**config.mk**
```make
export PLATFORM = sky130hd
export DESIGN_NAME = regfile_wb_arbiter
export DESIGN_NICKNAME = d
export VERILOG_FILES = /design/src/rtl/regfile_wb_arbiter.sv
export SDC_FILE = /design/constraint.sdc
export NUM_CORES = 1
export LEC_CHECK = 0
export CORE_ASPECT_RATIO = 0.9
export CORE_MARGIN = 5
export CORE_UTILIZATION = 40
export CTS_CLUSTER_DIAMETER = 40
export DETAILED_ROUTE_END_ITERATION = 16
export GPL_TIMING_DRIVEN = 0
export HOLD_SLACK_MARGIN = 0.1
export PLACE_DENSITY = 0.77
export SLEW_MARGIN = 20
export SYNTH_ARGS = -nofsm -noshare
export SYNTH_HDL_FRONTEND = slang
export SYNTH_SLANG_ARGS = --single-unit
```
**constraint.sdc**
```tcl
create_clock -name clk -period 8.85 [get_ports clk]
set_input_delay 1.3275 -clock clk [delete_from_list [all_inputs] [get_ports clk]]
set_output_delay 1.3275 -clock clk [all_outputs]
set_load 0.1 [all_outputs]
```
**src/rtl/regfile_wb_arbiter.sv**
```systemverilog
// Writeback arbiter: two one-entry holding buffers (A=execute, B=load) drained into one registered
// register-file write port. Optional trace/protocol checks are enabled with `define RF_ARB_TRACE_EN.
module regfile_wb_arbiter #(
  parameter int ADDR_WIDTH = 5,
  parameter int DATA_WIDTH = 64
) (
  input  logic                       clk,
  input  logic                       rst_n,
  input  logic                       a_valid,
  output logic                       a_ready,
  input  logic [ADDR_WIDTH-1:0]      a_rd,
  input  logic [DATA_WIDTH-1:0]      a_data,
  input  logic                       b_valid,
  output logic                       b_ready,
  input  logic [ADDR_WIDTH-1:0]      b_rd,
  input  logic [DATA_WIDTH-1:0]      b_data,
  output logic                       rf_wen,
  output logic [ADDR_WIDTH-1:0]      rf_rd,
  output logic [DATA_WIDTH-1:0]      rf_dataD,
  output logic [(1<<ADDR_WIDTH)-1:0] pending,
  output logic                       idle
);

  localparam int NREG = 1 << ADDR_WIDTH;

  typedef enum logic {SRC_A = 1'b0, SRC_B = 1'b1} src_e;

  logic                  a_full_q, a_full_d;
  logic [ADDR_WIDTH-1:0] a_rd_q, a_rd_d;
  logic [DATA_WIDTH-1:0] a_data_q, a_data_d;
  logic                  b_full_q, b_full_d;
  logic [ADDR_WIDTH-1:0] b_rd_q, b_rd_d;
  logic [DATA_WIDTH-1:0] b_data_q, b_data_d;
  logic                  b_older_q, b_older_d;
  src_e                  last_q, last_d;
  logic                  rf_wen_q, rf_wen_d;
  logic [ADDR_WIDTH-1:0] rf_rd_q, rf_rd_d;
  logic [DATA_WIDTH-1:0] rf_data_q, rf_data_d;

  logic grant_a, grant_b;
  logic a_load, b_load;
  logic [NREG-1:0] pending_c;

  // Grant is a pure function of buffer state, so ready never depends on valid.
  always_comb begin
    grant_a = 1'b0;
    grant_b = 1'b0;
    if (a_full_q && b_full_q) begin
      if (a_rd_q != b_rd_q) grant_a = (last_q == SRC_B);
      else                  grant_a = !b_older_q;
      grant_b = !grant_a;
    end else begin
      grant_a = a_full_q;
      grant_b = b_full_q;
    end
  end

  assign a_ready = rst_n && (!a_full_q || grant_a);
  assign b_ready = rst_n && (!b_full_q || grant_b);

  // Writes to x0 complete the handshake but never occupy a buffer.
  assign a_load = a_valid && a_ready && (a_rd != '0);
  assign b_load = b_valid && b_ready && (b_rd != '0);

  always_comb begin
    a_full_d  = a_load ? 1'b1 : (grant_a ? 1'b0 : a_full_q);
    b_full_d  = b_load ? 1'b1 : (grant_b ? 1'b0 : b_full_q);
    a_rd_d    = a_load ? a_rd   : a_rd_q;
    a_data_d  = a_load ? a_data : a_data_q;
    b_rd_d    = b_load ? b_rd   : b_rd_q;
    b_data_d  = b_load ? b_data : b_data_q;
    b_older_d = b_older_q;
    // A newcomer is younger than any entry that stays; a simultaneous load makes B older.
    if (a_load && b_load)  b_older_d = 1'b1;
    else if (a_load)       b_older_d = b_full_q && !grant_b;
    else if (b_load)       b_older_d = !(a_full_q && !grant_a);
    last_d    = last_q;
    if (grant_a)      last_d = SRC_A;
    else if (grant_b) last_d = SRC_B;
    rf_wen_d  = grant_a || grant_b;
    rf_rd_d   = rf_rd_q;
    rf_data_d = rf_data_q;
    if (grant_a) begin
      rf_rd_d   = a_rd_q;
      rf_data_d = a_data_q;
    end else if (grant_b) begin
      rf_rd_d   = b_rd_q;
      rf_data_d = b_data_q;
    end
  end

  always_ff @(posedge clk) begin
    if (!rst_n) begin
      a_full_q  <= 1'b0;
      b_full_q  <= 1'b0;
      b_older_q <= 1'b0;
      last_q    <= SRC_B;
      rf_wen_q  <= 1'b0;
      rf_rd_q   <= '0;
      rf_data_q <= '0;
    end else begin
      a_full_q  <= a_full_d;
      b_full_q  <= b_full_d;
      b_older_q <= b_older_d;
      last_q    <= last_d;
      rf_wen_q  <= rf_wen_d;
      rf_rd_q   <= rf_rd_d;
      rf_data_q <= rf_data_d;
    end
  end

  // Buffer payloads are qualified by their full bits and need no reset.
  always_ff @(posedge clk) begin
    a_rd_q   <= a_rd_d;
    a_data_q <= a_data_d;
    b_rd_q   <= b_rd_d;
    b_data_q <= b_data_d;
  end

  always_comb begin
    pending_c = '0;
    if (a_full_q) pending_c[a_rd_q]  = 1'b1;
    if (b_full_q) pending_c[b_rd_q]  = 1'b1;
    if (rf_wen_q) pending_c[rf_rd_q] = 1'b1;
    pending_c[0] = 1'b0;
  end

  assign pending  = pending_c;
  assign idle     = !a_full_q && !b_full_q && !rf_wen_q;
  assign rf_wen   = rf_wen_q;
  assign rf_rd    = rf_rd_q;
  assign rf_dataD = rf_data_q;

`ifdef RF_ARB_TRACE_EN
  logic trace_src_q;
  logic a_wait_q;
  logic b_wait_q;

  always @(posedge clk) begin
    if (rf_wen_q) begin
      $display("wb%s x%0d <= 0x%h(%0d)", trace_src_q ? "B" : "A", rf_rd_q, rf_data_q,
               $signed(rf_data_q));
      if (rf_rd_q == '0) $error("regfile_wb_arbiter: write issued to x0");
    end
    if (rst_n && a_wait_q && !a_valid) $error("regfile_wb_arbiter: A request withdrawn");
    if (rst_n && b_wait_q && !b_valid) $error("regfile_wb_arbiter: B request withdrawn");
    trace_src_q <= grant_b;
    a_wait_q    <= rst_n && a_valid && !a_ready;
    b_wait_q    <= rst_n && b_valid && !b_ready;
  end
`else
  // Trace disabled: no simulation-only logic.
`endif

endmodule
```
# Word-level counts from Yosys, hierarchy flattened
# Index checks and enable logic that the tools add are counted.
dict set report word_totals {
  ff_bits 212
  latchBits 0
  mem_bits_rw 0
  rom_bits 0
  input_bits 142
  output_inout_bits 105
  elab_cells 78
  n_memories 0
}
dict set report op_classes {
  add_sub_neg 0
  mul 0
  n_div 0
  magnitude_cmp 6
  n_eq_ne 1
  shifts 0
  n_mux 26
  bitwise 2
  n_reduce_logical 32
}
# operator count
set op_table {}
lappend op_table {{$mux W64} 2}
lappend op_table {{$mux W32} 3}
lappend op_table {{$or A32 B32 Y32} 2}
lappend op_table {{$lt A5 B6 Y1 const B} 3}
lappend op_table {{$mux W1} 16}
lappend op_table {{$demux W1 S5} 3}
lappend op_table {{$ge A5 B1 Y1 const B} 3}
lappend op_table {{$logic_and A1 B1 Y1} 15}
lappend op_table {{$mux W5} 2}
lappend op_table {{$reduce_bool A5 Y1} 2}
lappend op_table {{$logic_not A1 Y1} 8}
lappend op_table {{$reduce_bool A2 Y1} 3}
lappend op_table {{$ne A5 B5 Y1} 1}
lappend op_table {{$logic_or A1 B1 Y1} 3}
lappend op_table {{$reduce_bool A3 Y1} 1}

# Logic depth before layout (Yosys ltp)
dict set report depth {
  depth_word 12
  mapped_depth 9
  depth_no_buf 5
}

# Least setup slack after synthesis
# OpenSTA, ideal clock, no wires.
dict set report synth_timing {
  path_type {input to register}
  startpoint {input port rst_n}
  endpoint {register a_data_q[0] (enable)}
  setup_ns 0.595
  arrival_ns 6.645
  t_required_ns 8.255
  slack_ns 1.609
  path_stages 3
  cell_sequence {inv_1 > clkbuf_1 > nor3b_1}
}
dict set report synth_via {
  elab_chain_cells 3
}
# item line
set synth_lines {}
lappend synth_lines {{start, declared} 8} ;# input logic rst_n,
lappend synth_lines {{$logic_and A1 B1 Y1} 58} ;# assign a_ready = rst_n && (!a_full_q || grant_a);
lappend synth_lines {{$logic_and A1 B1 Y1 (2 in a row)} 62} ;# assign a_load = a_valid && a_ready && (a_rd != '0);
lappend synth_lines {{end signal, assigned} 115} ;# a_data_q <= a_data_d;
lappend synth_lines {{end, declared} 30} ;# logic [DATA_WIDTH-1:0] a_data_q, a_data_d;
# No other way between the ends.
# A chain may end at the register's enable or synchronous reset.

# Worst setup path in the final report
dict set report layout_timing {
  startpoint {register a_full_q}
  endpoint {output port pending[1]}
}
dict set report layout_via {
  elab_chain_cells 5
}
# item line
set layout_lines {}
lappend layout_lines {{start, declared} 28} ;# logic a_full_q, a_full_d;
lappend layout_lines {{start signal, assigned} 102} ;# a_full_q <= a_full_d;
lappend layout_lines {{$mux W32 *} 122} ;# if (a_full_q) pending_c[a_rd_q] = 1'b1;
lappend layout_lines {{$or A32 B32 Y32 (no line)} -}
lappend layout_lines {{$mux W32 *} 123} ;# if (b_full_q) pending_c[b_rd_q] = 1'b1;
lappend layout_lines {{$or A32 B32 Y32 (no line)} -}
lappend layout_lines {{$mux W32 *} 124} ;# if (rf_wen_q) pending_c[rf_rd_q] = 1'b1;
lappend layout_lines {{end, declared} 20} ;# output logic [(1<<ADDR_WIDTH)-1:0] pending,
# Mark *: on every way between the ends. The rest lies on a longest branch, timed or not.

==> metrics <==
Worst Skew 0.0264 ns; sequential power share 38.8%; clock sink count 212; GR Overflow Total 0; CP Class reg -> out; initial cell density of the core 40.9%; Yosys reg bits 212; Max FO, Critical Path 10; Port Buffers 245; syn nets 1048; Psw 900 µW; R2R depth 10; Synth Area in Simple Gates 13.5%; Min-Delay Startpoint b_data_q[45]; main combinational cell family by area after synthesis compound AO/OA/AOI/OAI gates; Final ANT Viol Nets 0; post-synth design cell area 0.00962 mm²; Synth Area in XOR/XNOR 0.689%; layout cells sized above 1 9.01%; Mapped Avg Cell Area 10.6 µm²; Ports 247; PwrDens 218 mW/mm²; RePlAce Congestion 0.880; P&R area growth vs syn 42.4%; Total Routed Length 34.7 mm; CTS tree built; RSZ-0062 raised after global routing no; TritonRoute pass-1 iters 5; Slew @ Worst Pin 1.07 ns; Switching Fraction 30.2%; first-pass GRT wire length 52.6 mm; row cnt 53; Power, Total 2980 µW; vias per std cell 6.01; Worst Setup Start Kind flop; adder-cell share of the synthesized area 0%; Crit path required time 7.52 ns; worst reg2reg path endpoint b_data_q[52]; clk slew on worst S/H paths 0.06 ns; Final Critical Period 5.14 ns; top cell type's share of synthesized area 43.1%; post-synthesis mux area share 0%; most frequent cell after synthesis edfxtp_1; Placeable Area 0.0235 mm²; Lkg Pwr 0.00469 µW; status finished, final reports clean; internal power 2080 µW; initial detailed-routing violation count 1144; synth cell count leaders 138 x edfxtp_1, 94 x a22oi_1, 77 x a21oi_1; final hold violations 0; Fmax 0.194 GHz; CP Capture Type primary output; complex-gate fraction of the synthesized area 22.3%; pin count of the biggest net entering global routing 22; ys flop type edfxtp_1; Clock Power Share 42.2%; # nets final 1338; CTS Root Cell clkbuf_16; CP Capture Point pending[1]; dominant cells by area after synthesis edfxtp_1 43%, dfxtp_1 15%, a22oi_1 7.3%; Clk Latency, worst-skew pair 0.56 ns; vias in the first global route 9141; DP Cell Count 1465; register area share after synthesis 58.5%; gr usage total 24.1%; Max Cap Viol 0; Slew Limit Fails 0; Die X-Extent 173 µm; post-detail-place hpwl 24.1 mm; Max H-tree Level 1; die height 157 µm; Final Instance Count excl. Fillers 1524; final setup fails 0; Period Utilization, post-route 58.1%; worst path arrival time 3.82 ns; initial antenna violation count 1; Ys Warns 0; HP Class reg -> reg; Post-CTS Resized 0; Clock Path Buffers 3; crit path launch a_full_q; number of buffers added for setup after CTS 0; via count 9159; Yosys top cell by area edfxtp_1; worst r2r src a_rd_q[1]; Layout fillers 1930; total die area 0.0273 mm²; CTS Buf Count 31; distinct cell type count after synthesis 39; Slew HR 28.1%; Async SR Flop Fraction 0%; Setup TNS 0 ns; peak supply drop 0.160 mV; r2r setup slk 5.58 ns; synthesized instance count 906; EDFF count, synth 138; routed len/inst 22.8 µm; drt drc 0; hold buffers post-CTS 0; combinational share of power 19.0%
metal layers:
| metal | track usage (%) | part of all wire, % |
|---|---|---|
| met2 | 39.9 | 47 |
| met1 | 31.7 | 39 |
| met3 | 6.27 | 11 |
| met5 | 0 | 0.032 |
| met4 | 6.57 | 2.4 |
registers in the layout, summed over array words and instances, names as in the netlist:
register,cells
b_older_q,1
rf_wen,1
a_data_q,64
b_data_q,64
a_full_q,1
rf_rd,5
rf_dataD,64
last_q,1
b_full_q,1
b_rd_q,5
a_rd_q,5
critical path: stages (launching register included):
cell and delay, ns:
dfxtp_1 0.43, clkbuf_1 0.59, nand2_1 0.20, nor2_1 0.58
a22oi_1 0.20, nand2_1 0.13, clkdlybuf4s50_1 1.14
power groups by stage:
stage          Clock (µW)  Sequential (µW)  Combinational (µW)
2_1_floorplan           0             1350                 176
3_3_place_gp            0             1180                 544
3_5_place_dp            0             1170                 562
4_1_cts              1280             1150                 564
5_1_grt              1320             1160                 592
6_report             1260             1160                 567
kinds of logic (layout without fill, tap and decap cells):
| logic type | count (synthesis) | count (layout) |
|---|---|---|
| compound gates | 323 | 323 |
| xor+xnor | 5 | 5 |
| buf+inv | 104 | 419 |
| flops | 212 | 212 |
| other cells | 1 | 2 |
| simple gates | 261 | 261 |
area by class of cell:
cell class / count / area [µm²] / share of cell area [%]
sequential: 212 / 5630 / 41.0
inverter: 4 / 15.0 / 0.110
clock buffer: 39 / 836 / 6.10
tap: 302 / 378 / 2.76
multi-input combinational: 590 / 3540 / 25.8
buffer: 100 / 459 / 3.35
antenna: 1 / 2.50 / 0.0183
clock inverter: 19 / 240 / 1.75
timing repair buffer: 257 / 2610 / 19.1
placed cells by master (no fill, tap or decap), drive strengths merged, types with 13 or more instances in the layout:
cell type / n
clkbuf: 99
a21oi: 77
a22oi: 94
nand4: 65
o211ai: 70
nor3b: 13
a31oi: 70
clkdlybuf4s50: 245
edfxtp: 138
nand2: 70
buf: 52
dfxtp: 74
nor2: 75
per-stage QoR:
step           utilization (%)  setup slack, ns  hold WS, ns  area [µm²]
2_1_floorplan                -             1.61        0.502        9620
3_5_place_dp              53.6             4.07        0.564       12600
6_report                  58.2             3.71        0.582       13700
3_3_place_gp              52.9            -2.58        0.526       12500
4_1_cts                   58.2             3.78        0.571       13700
5_1_grt                   58.2             3.59        0.601       13700
worst min-delay path by stage:
stage / to / slack, ns / cells after the start
after floorplan: last_q / 0.50 / 2
after global routing: rf_dataD[37] / 0.60 / 2
after CTS: last_q / 0.57 / 2
after global placement: last_q / 0.53 / 2
after detailed placement: last_q / 0.56 / 2
final: rf_dataD[45] / 0.58 / 2
(Power assumes the default switching activity.)
